==> config.mk <==
export PLATFORM = sky130hd
export DESIGN_NAME = pulse_train_gen
export DESIGN_NICKNAME = d
export VERILOG_FILES = /design/src/rtl/pulse_gen_pkg.sv /design/src/rtl/phase_timer.sv /design/src/rtl/pulse_train_gen.sv
export SDC_FILE = /design/constraint.sdc
export NUM_CORES = 1
export LEC_CHECK = 0
export CAP_MARGIN = 15
export CELL_PAD_IN_SITES_DETAIL_PLACEMENT = 1
export CELL_PAD_IN_SITES_GLOBAL_PLACEMENT = 1
export CORE_ASPECT_RATIO = 0.5
export CORE_MARGIN = 4
export CORE_UTILIZATION = 41
export DETAILED_ROUTE_END_ITERATION = 8
export PLACE_DENSITY = 0.87
export SLEW_MARGIN = 25
export SYNTH_ARGS = -nofsm -noshare
export SYNTH_HDL_FRONTEND = slang
export SYNTH_SLANG_ARGS = --single-unit
==> constraint.sdc <==
create_clock -name clk -period 4.68 [get_ports clk]
set_input_delay 0.936 -clock clk [delete_from_list [all_inputs] [get_ports clk]]
set_output_delay 0.936 -clock clk [all_outputs]
set_load 0.01 [all_outputs]
==> src/rtl/pulse_gen_pkg.sv <==
// Shared types and default widths for the pulse train generator.
package pulse_gen_pkg;

  localparam int CNT_W_DEF  = 8;
  localparam int TIME_W_DEF = 8;

  typedef enum logic [1:0] {
    IDLE = 2'd0,
    HIGH = 2'd1,
    LOW  = 2'd2
  } pg_state_t;

endpackage

==> src/rtl/phase_timer.sv <==
// Down-counter that times one HIGH or LOW phase; expire marks the phase's last cycle.
module phase_timer
  import pulse_gen_pkg::*;
#(
  parameter int TIME_W = TIME_W_DEF
) (
  input  logic              clk,
  input  logic              reset,
  input  logic              load,
  input  logic [TIME_W-1:0] len,
  output logic              expire
);

  logic [TIME_W-1:0] r_cnt;

  // A zero length runs as one cycle, so a load of 0 and a load of 1 behave the same.
  always_ff @(posedge clk) begin
    if (reset) begin
      r_cnt <= '0;
    end else if (load) begin
      r_cnt <= (len == '0) ? '0 : len - TIME_W'(1);
    end else if (r_cnt != '0) begin
      r_cnt <= r_cnt - TIME_W'(1);
    end
  end

  assign expire = (r_cnt == '0);

endmodule

==> src/rtl/pulse_train_gen.sv <==
// Burst generator of N pulses with programmable high/low widths.
// Define PULSE_TRAIN_REPEAT_EN to add the repeat_mode input for continuous bursts.
module pulse_train_gen
  import pulse_gen_pkg::*;
#(
  parameter int CNT_W  = CNT_W_DEF,
  parameter int TIME_W = TIME_W_DEF
) (
  input  logic              clk,
  input  logic              reset,
  input  logic              start,
  input  logic [CNT_W-1:0]  count_in,
  input  logic [TIME_W-1:0] high_cycles,
  input  logic [TIME_W-1:0] low_cycles,
  input  logic              abort,
`ifdef PULSE_TRAIN_REPEAT_EN
  input  logic              repeat_mode,
`endif
  output logic              signal_out,
  output logic              busy,
  output logic              done,
  output logic [CNT_W-1:0]  remaining
);

  pg_state_t         r_state;
  pg_state_t         w_state_next;
  logic [CNT_W-1:0]  r_count;
  logic [CNT_W-1:0]  r_remaining;
  logic [CNT_W-1:0]  w_remaining_next;
  logic [TIME_W-1:0] r_high;
  logic [TIME_W-1:0] r_low;
  logic [TIME_W-1:0] w_timer_len;
  logic              w_timer_load;
  logic              w_expire;
  logic              w_done_next;
  logic              w_accept;
  logic              w_repeat;
  logic              r_signal;
  logic              r_busy;
  logic              r_done;

`ifdef PULSE_TRAIN_REPEAT_EN
  assign w_repeat = repeat_mode;
`else
  assign w_repeat = 1'b0;
`endif

  assign w_accept = (r_state == IDLE) && start && !abort;

  phase_timer #(.TIME_W(TIME_W)) u_timer (
    .clk    (clk),
    .reset  (reset),
    .load   (w_timer_load),
    .len    (w_timer_len),
    .expire (w_expire)
  );

  always_comb begin
    // NOTE: every signal driven here gets a default first so no path can infer a latch.
    w_state_next     = r_state;
    w_remaining_next = r_remaining;
    w_done_next      = 1'b0;
    w_timer_load     = 1'b0;
    w_timer_len      = r_high;

    if (abort) begin
      w_state_next     = IDLE;
      w_remaining_next = '0;
    end else begin
      case (r_state)
        IDLE: begin
          if (start) begin
            w_remaining_next = count_in;
            if (count_in != '0) begin
              w_state_next = HIGH;
              w_timer_load = 1'b1;
              w_timer_len  = high_cycles;
            end else begin
              w_done_next = 1'b1;
            end
          end
        end
        HIGH: begin
          if (w_expire) begin
            w_state_next = LOW;
            w_timer_load = 1'b1;
            w_timer_len  = r_low;
            if (r_remaining != '0) w_remaining_next = r_remaining - CNT_W'(1);
          end
        end
        LOW: begin
          if (w_expire) begin
            if (r_remaining != '0) begin
              w_state_next = HIGH;
              w_timer_load = 1'b1;
            end else if (w_repeat) begin
              w_state_next     = HIGH;
              w_timer_load     = 1'b1;
              w_remaining_next = r_count;
              w_done_next      = 1'b1;
            end else begin
              w_state_next = IDLE;
              w_done_next  = 1'b1;
            end
          end
        end
        default: w_state_next = IDLE;
      endcase
    end
  end

  // Outputs are registered from the next-state decode so they line up with the state register.
  always_ff @(posedge clk) begin
    if (reset) begin
      r_state     <= IDLE;
      r_remaining <= '0;
      r_signal    <= 1'b0;
      r_busy      <= 1'b0;
      r_done      <= 1'b0;
      r_count     <= '0;
      r_high      <= '0;
      r_low       <= '0;
    end else begin
      // NOTE: non-blocking assignments keep every flop sampling pre-edge values.
      r_state     <= w_state_next;
      r_remaining <= w_remaining_next;
      r_signal    <= (w_state_next == HIGH);
      r_busy      <= (w_state_next != IDLE);
      r_done      <= w_done_next;
      if (w_accept) begin
        r_count <= count_in;
        r_high  <= high_cycles;
        r_low   <= low_cycles;
      end
    end
  end

  assign signal_out = r_signal;
  assign busy       = r_busy;
  assign done       = r_done;
  assign remaining  = r_remaining;

endmodule

### Word level (Yosys, flattened, before mapping)

Cells that the tools add are included.

* bits in registers: 37
* latch bits: 0
* memory bits (read-only): 0
* memories: 0
* bits in writable memories: 0
* output and inout bits: 11
* bits of input ports: 28

* reduce and logical (&&, ||, !) cells: 14
* divide/modulo/power cells: 0
* magnitude comparators: 0
* shifts and indexed selects: 0
* $mul: 0
* add/subtract/negate cells: 3
* equality and inequality tests: 6
* multiplexer cells: 31
* bitwise operators: 0

Operator list (number)
* 8-bit two-way mux: 10
* 8-bit case mux with 2 select lines: 2
* 8-bit nonzero test: 3
* 8-bit by 1-bit subtractor with 8-bit output, second input constant: 3
* 8-bit zero test: 2
* 1-bit two-way mux: 11
* 2-bit two-way mux: 5
* 2-bit case mux with 3 select lines: 1
* 2-bit nonzero test: 3
* 2-bit by 1-bit == test with 1-bit output, second input constant: 2
* 2-bit inequality test, second input constant: 2
* 4-bit AND reduction: 1
* 1-bit case mux with 3 select lines: 1
* 2-bit == test, second input constant: 1
* 1-bit logical AND: 2
* 2-bit zero test: 1
* 2-bit by 1-bit inequality test with 1-bit output, second input constant: 1
* 1-bit case mux with 2 select lines: 1
* 2-bit OR reduction: 1
* 1-bit zero test: 1

### Longest topological paths before layout

* depth after elaboration: 8
* gate-level depth with buffers: 14
* gate-level depth less buffers: 13

### Hierarchy

Synthesis repeated with hierarchy kept, for this count alone.

* cell total of the unflattened synthesis: 271
* area, all modules: 2153.3 um2

By module, submodules not included
* pulse_train_gen: area each 1551.5 um2, seq. area each 580.6 um2, instances 1, cells each 199
* phase_timer: area each 601.8 um2, seq. area each 160.2 um2, instances 1, cells each 72

### Worst setup path after synthesis

OpenSTA, ideal clock, no wires.

* kind: input -> register
* start: in count_in[4]
* end: reg u_timer.r_cnt[7]
* required time: 4589 ps
* stages: 8
* setup time: 91 ps
* arrival time: 3316 ps
* slack: 1273 ps
* cell sequence: or4_1 -> or2_2 -> a21oi_2 -> o2bb2ai_1 -> inv_1 -> ha_1 -> or4_1 -> a311oi_1

* cells in the longest elaborated chain, start to end: 8

Ends and longest elaborated chain
* start: declaration: line pulse_train_gen.sv:12 `input logic [CNT_W-1:0] count_in,`
* 8-bit nonzero test *: line pulse_train_gen.sv:74 `if (count_in != '0) begin`
* 8-bit two-way mux: line pulse_train_gen.sv:74
* 8-bit two-way mux: line pulse_train_gen.sv:72 `if (start) begin`
* 8-bit case mux with 2 select lines: line pulse_train_gen.sv:70 `case (r_state)`
* 8-bit two-way mux: line pulse_train_gen.sv:66 `if (abort) begin`
* 8-bit by 1-bit subtractor with 8-bit output or 8-bit zero test (tied branches): line phase_timer.sv:21 `r_cnt <= (len == '0) ? '0 : len - TIME_W'(1);`
* 8-bit two-way mux: line phase_timer.sv:21
* 8-bit two-way mux: line phase_timer.sv:20 `end else if (load) begin`
* end signal: assignment: line phase_timer.sv:21
* end signal: assignment: line phase_timer.sv:23 `r_cnt <= r_cnt - TIME_W'(1);`
* end: declaration: line phase_timer.sv:14 `logic [TIME_W-1:0] r_cnt;`

Every way passes the cells marked *; elsewhere a longest branch is shown, timed or not.
A chain may end at the register's enable or synchronous reset.

### Worst setup path in the final report

Ends and elaborated chain as after synthesis.

==> qor_table.md <==
| Parameter | Value |
|---|---|
| Post_cts resized | 0 |
| Leading cell types by count after synthesis | sky130_fd_sc_hd__nand2_1, sky130_fd_sc_hd__a21oi_1, sky130_fd_sc_hd__dfxtp_1 |
| Crit path buffers/inverters | 2 |
| Residual antenna-violating net count after detailed routing | 0 |
| Setup repair after global routing missed its margin | no |
| Number of setup buffers added after CTS | 0 |
| Wire length on met3 | 330 µm |
| Synthesized net count | 306 |
| Total core area | 0.00498 mm² |
| Crit path largest cell delay | 0.58 ns |
| Number of antenna violations at the first check in global routing | 0 |
| Worst hold path class | register to register |
| Result of the run | finished, final reports clean |
| Main area contributors after synthesis | sky130_fd_sc_hd__dfxtp_1, sky130_fd_sc_hd__a21oi_1, sky130_fd_sc_hd__nand2_1 |
| Fillers | 620 |
| Boundary Pins | 39 |
| Number of buffers between clock root and the deepest sink | 2 |
| Total met2 wirelength after detailed routing | 2820 µm |
| Max Slew Vio Count | 0 |
| TritonCTS Buffers | 5 |
| Critical path startpoint category | input pin |
| Number of clock sinks | 37 |
| Register area | 741 µm² |
| Clock skew after layout | 0.00623 ns |
| PD cells | 409 mW/mm² |
| Async SR Flop Fraction | 0 |
| Number of enable flip-flop cells after synthesis | 0 |
| Cell with the biggest individual delay on the critical path | sky130_fd_sc_hd__or4_1 |
| Routability congestion estimate from global placement | 0.872 |
| First-pass GRT wire length | 10200 µm |
| Cell chain of the critical path | clkdlybuf4s50_1 > or4_1 > or2_2 > a21oi_2 > o2bb2ai_1 > inv_1 > ha_1 > or4_1 > a311oi_1 |
| Maximum clock rate | 0.253 GHz |
| Syn Std Cell Area | 0.00213 mm² |
| Htree depth | 2 |
| Dpl hpwl | 4520 µm |
| Count of yosys warnings during synthesis | 0 |
| Leak | 0.947 nW |
| Cell with the most instances after synthesis | sky130_fd_sc_hd__nand2_1 |
| Top sig layer | met4 |
| Pin count of the biggest net entering global routing | 27 |
| Fin crit period | 3.96 ns |
| Total overflow reported by the global router | 0 |
| Starting utilization of the core area | 0.428 |
| Final hold slack | 0.460 ns |
| Syn_area_per_cell | 7.84 µm² |
| Horiz. Die Dim | 110 µm |
| Number of instances in the placed design | 367 |
| Vias | 2115 |
| Worst path top cell family by delay | simple AND/OR/NAND/NOR gates |
| Number of different library cells in the post-synthesis netlist | 53 |
| Vias in the first global route | 2160 |
| Prevailing post-synth register cell | sky130_fd_sc_hd__dfxtp_1 |
| Final #Nets | 338 |
| Multi-input combinational cell area | 0.00129 mm² |
| Clock Latency Late Sink | 0.30 ns |
| Routed length per placed instance | 16.4 µm |
| Final period util | 0.845 |
| TritonCTS clock tree | yes |
| Average vias per placed instance | 5.64 |
| DRC errors left | 0 |
| Growth of design area from synthesis to finish | 23.4% |
| Maximum capacitance violations | 0 |
| Core Rows | 18 |
| Routed wire length | 6140 µm |
| Worst-case headroom to the max-slew limit | 0.383 |
| Die ar. | 0.00649 mm² |
| Fraction of synthesized cell area taken by the top area cell type | 0.347 |
| IR Drop Worst-Case VDD | 0.138 mV |
| M1 WL | 2920 µm |
| Summed negative setup slack over all endpoints | 0 ns |
| Most frequent CP cell | sky130_fd_sc_hd__or4_1 |
| Setup crit end kind | register |
| Arrival time of the worst setup path | 4.14 ns |
| Buffers added on ports | 38 |
| Final cell count without fillers | 375 |
| Flop and latch count out of synthesis | 37 |
| Synthesized netlist cell count | 272 |
| Cts hold-fix bufs | 0 |
| Critical path class | input pin to register |
| Transition time at the pin with the least slew margin | 0.922 ns |
| Number of setup violations in the final report | 0 |
| Initial DRT Pass Iterations | 4 |
| Tot GR Track Use | 0.202 |
| Final hold violation count | 0 |
| Worst-path maximum fanout | 9 |
| Sequential fraction of the synthesis area | 0.347 |
| Post-CTS clock slew at the launch and capture registers of the worst setup and hold paths | 0.08 ns |
| Number of DRC violations after detailed-routing iteration 0 | 145 |
| Root Buffer | sky130_fd_sc_hd__clkbuf_8 |
| Die Span Y | 59.0 µm |
| Required time of the worst setup path | 4.87 ns |
| Count of antenna diodes in the layout | 0 |
| Proportion of layout cells with a drive suffix above 1 | 0.0787 |
| Yosys top cell by area | sky130_fd_sc_hd__dfxtp_1 |
-- cells by family (layout without fill, tap and decap cells) --
kind of cell,count (synthesis),in the layout,synth area share
buffers and inverters,24,57,0.0469
adders and majority gates,6,6,0.0352
and+or+nand+nor,110,110,0.265
DFF,37,37,0.347
AOI/OAI and AO/OA,87,87,0.272
xor gates and xnor gates,8,8,0.0329
-- routing by layer --
| layer | global-route usage | vias up |
|---|---|---|
| li1 | - | 1041 |
| met1 | 0.264 | 1021 |
| met2 | 0.339 | 43 |
| met3 | 0.0479 | 10 |
| met4 | 0.0497 | 0 |
| met5 | 0 | - |
-- sequential cells by signal (all words and copies together), names as in the netlist --
register       flops
r_high             8
busy               1
r_low              8
signal_out         1
r_state            2
u_timer.r_cnt      8
remaining          8
done               1
-- worst register-to-register path: stages, from the launching register on --
cell	delay, ns
sky130_fd_sc_hd__dfxtp_1	0.33
sky130_fd_sc_hd__inv_1	0.16
sky130_fd_sc_hd__ha_1	0.18
sky130_fd_sc_hd__or3b_2	0.50
sky130_fd_sc_hd__nor3_1	0.19
sky130_fd_sc_hd__buf_4	0.23
sky130_fd_sc_hd__a22oi_1	0.13
sky130_fd_sc_hd__o2bb2ai_1	0.22
sky130_fd_sc_hd__inv_1	0.10
sky130_fd_sc_hd__ha_1	0.22
sky130_fd_sc_hd__or4_1	0.54
sky130_fd_sc_hd__a311oi_1	0.34
-- layout by cell type (no fill, tap or decap), types with 5 or more instances in the layout --
master	instances
sky130_fd_sc_hd__a21oi_1	37
sky130_fd_sc_hd__nor2_1	21
sky130_fd_sc_hd__inv_1	9
sky130_fd_sc_hd__nand3_1	6
sky130_fd_sc_hd__ha_1	6
sky130_fd_sc_hd__nor3_1	10
sky130_fd_sc_hd__nand2_1	44
sky130_fd_sc_hd__xor2_1	5
sky130_fd_sc_hd__a22oi_1	11
sky130_fd_sc_hd__clkbuf_8	5
sky130_fd_sc_hd__clkdlybuf4s50_1	38
sky130_fd_sc_hd__dfxtp_1	37
sky130_fd_sc_hd__a211oi_1	7
sky130_fd_sc_hd__o21ai_0	8
-- final cells by class --
class / instances / share of cell area
Inverter: 9 / 0.0128
Timing Repair Buffer: 40 / 0.150
Tap cell: 70 / 0.0333
Clock buffer: 6 / 0.0276
Multi-Input combinational cell: 211 / 0.491
Clock inverter: 2 / 0.00380
Sequential cell: 37 / 0.282
-- final timing paths --
| kind | start | endpoint | slack [ns] | depth (start not counted) |
|---|---|---|---|---|
| min | r_low[5] | r_low[5] | 0.46 | 2 |
| min reg2reg | r_low[5] | r_low[5] | 0.46 | 2 |
| max reg2reg | u_timer.r_cnt[0] | u_timer.r_cnt[7] | 1.42 | 11 |
| max | count_in[4] | u_timer.r_cnt[7] | 0.72 | 9 |
-- power breakdown --
group / leakage [nW] / total (mW) / switching, mW / internal [mW]
clock: 0.0450 / 0.226 / 0.122 / 0.103
sequential: 0.303 / 0.400 / 0.0426 / 0.358
combinational: 0.599 / 0.449 / 0.262 / 0.187
-- per-stage QoR --
| stage | util | setup slack, ns | power, mW | area, µm² |
|---|---|---|---|---|
| final | 0.529 | 0.725 | 1.07 | 2630 |
| after global routing | 0.529 | 0.584 | 1.14 | 2630 |
| after CTS | 0.529 | 0.728 | 1.07 | 2630 |
| after detailed placement | 0.512 | 0.533 | 0.846 | 2550 |
| after global placement | 0.512 | 0.664 | 0.822 | 2550 |
| after floorplan | - | 1.27 | 0.718 | 2130 |
(Power assumes the default switching activity.)
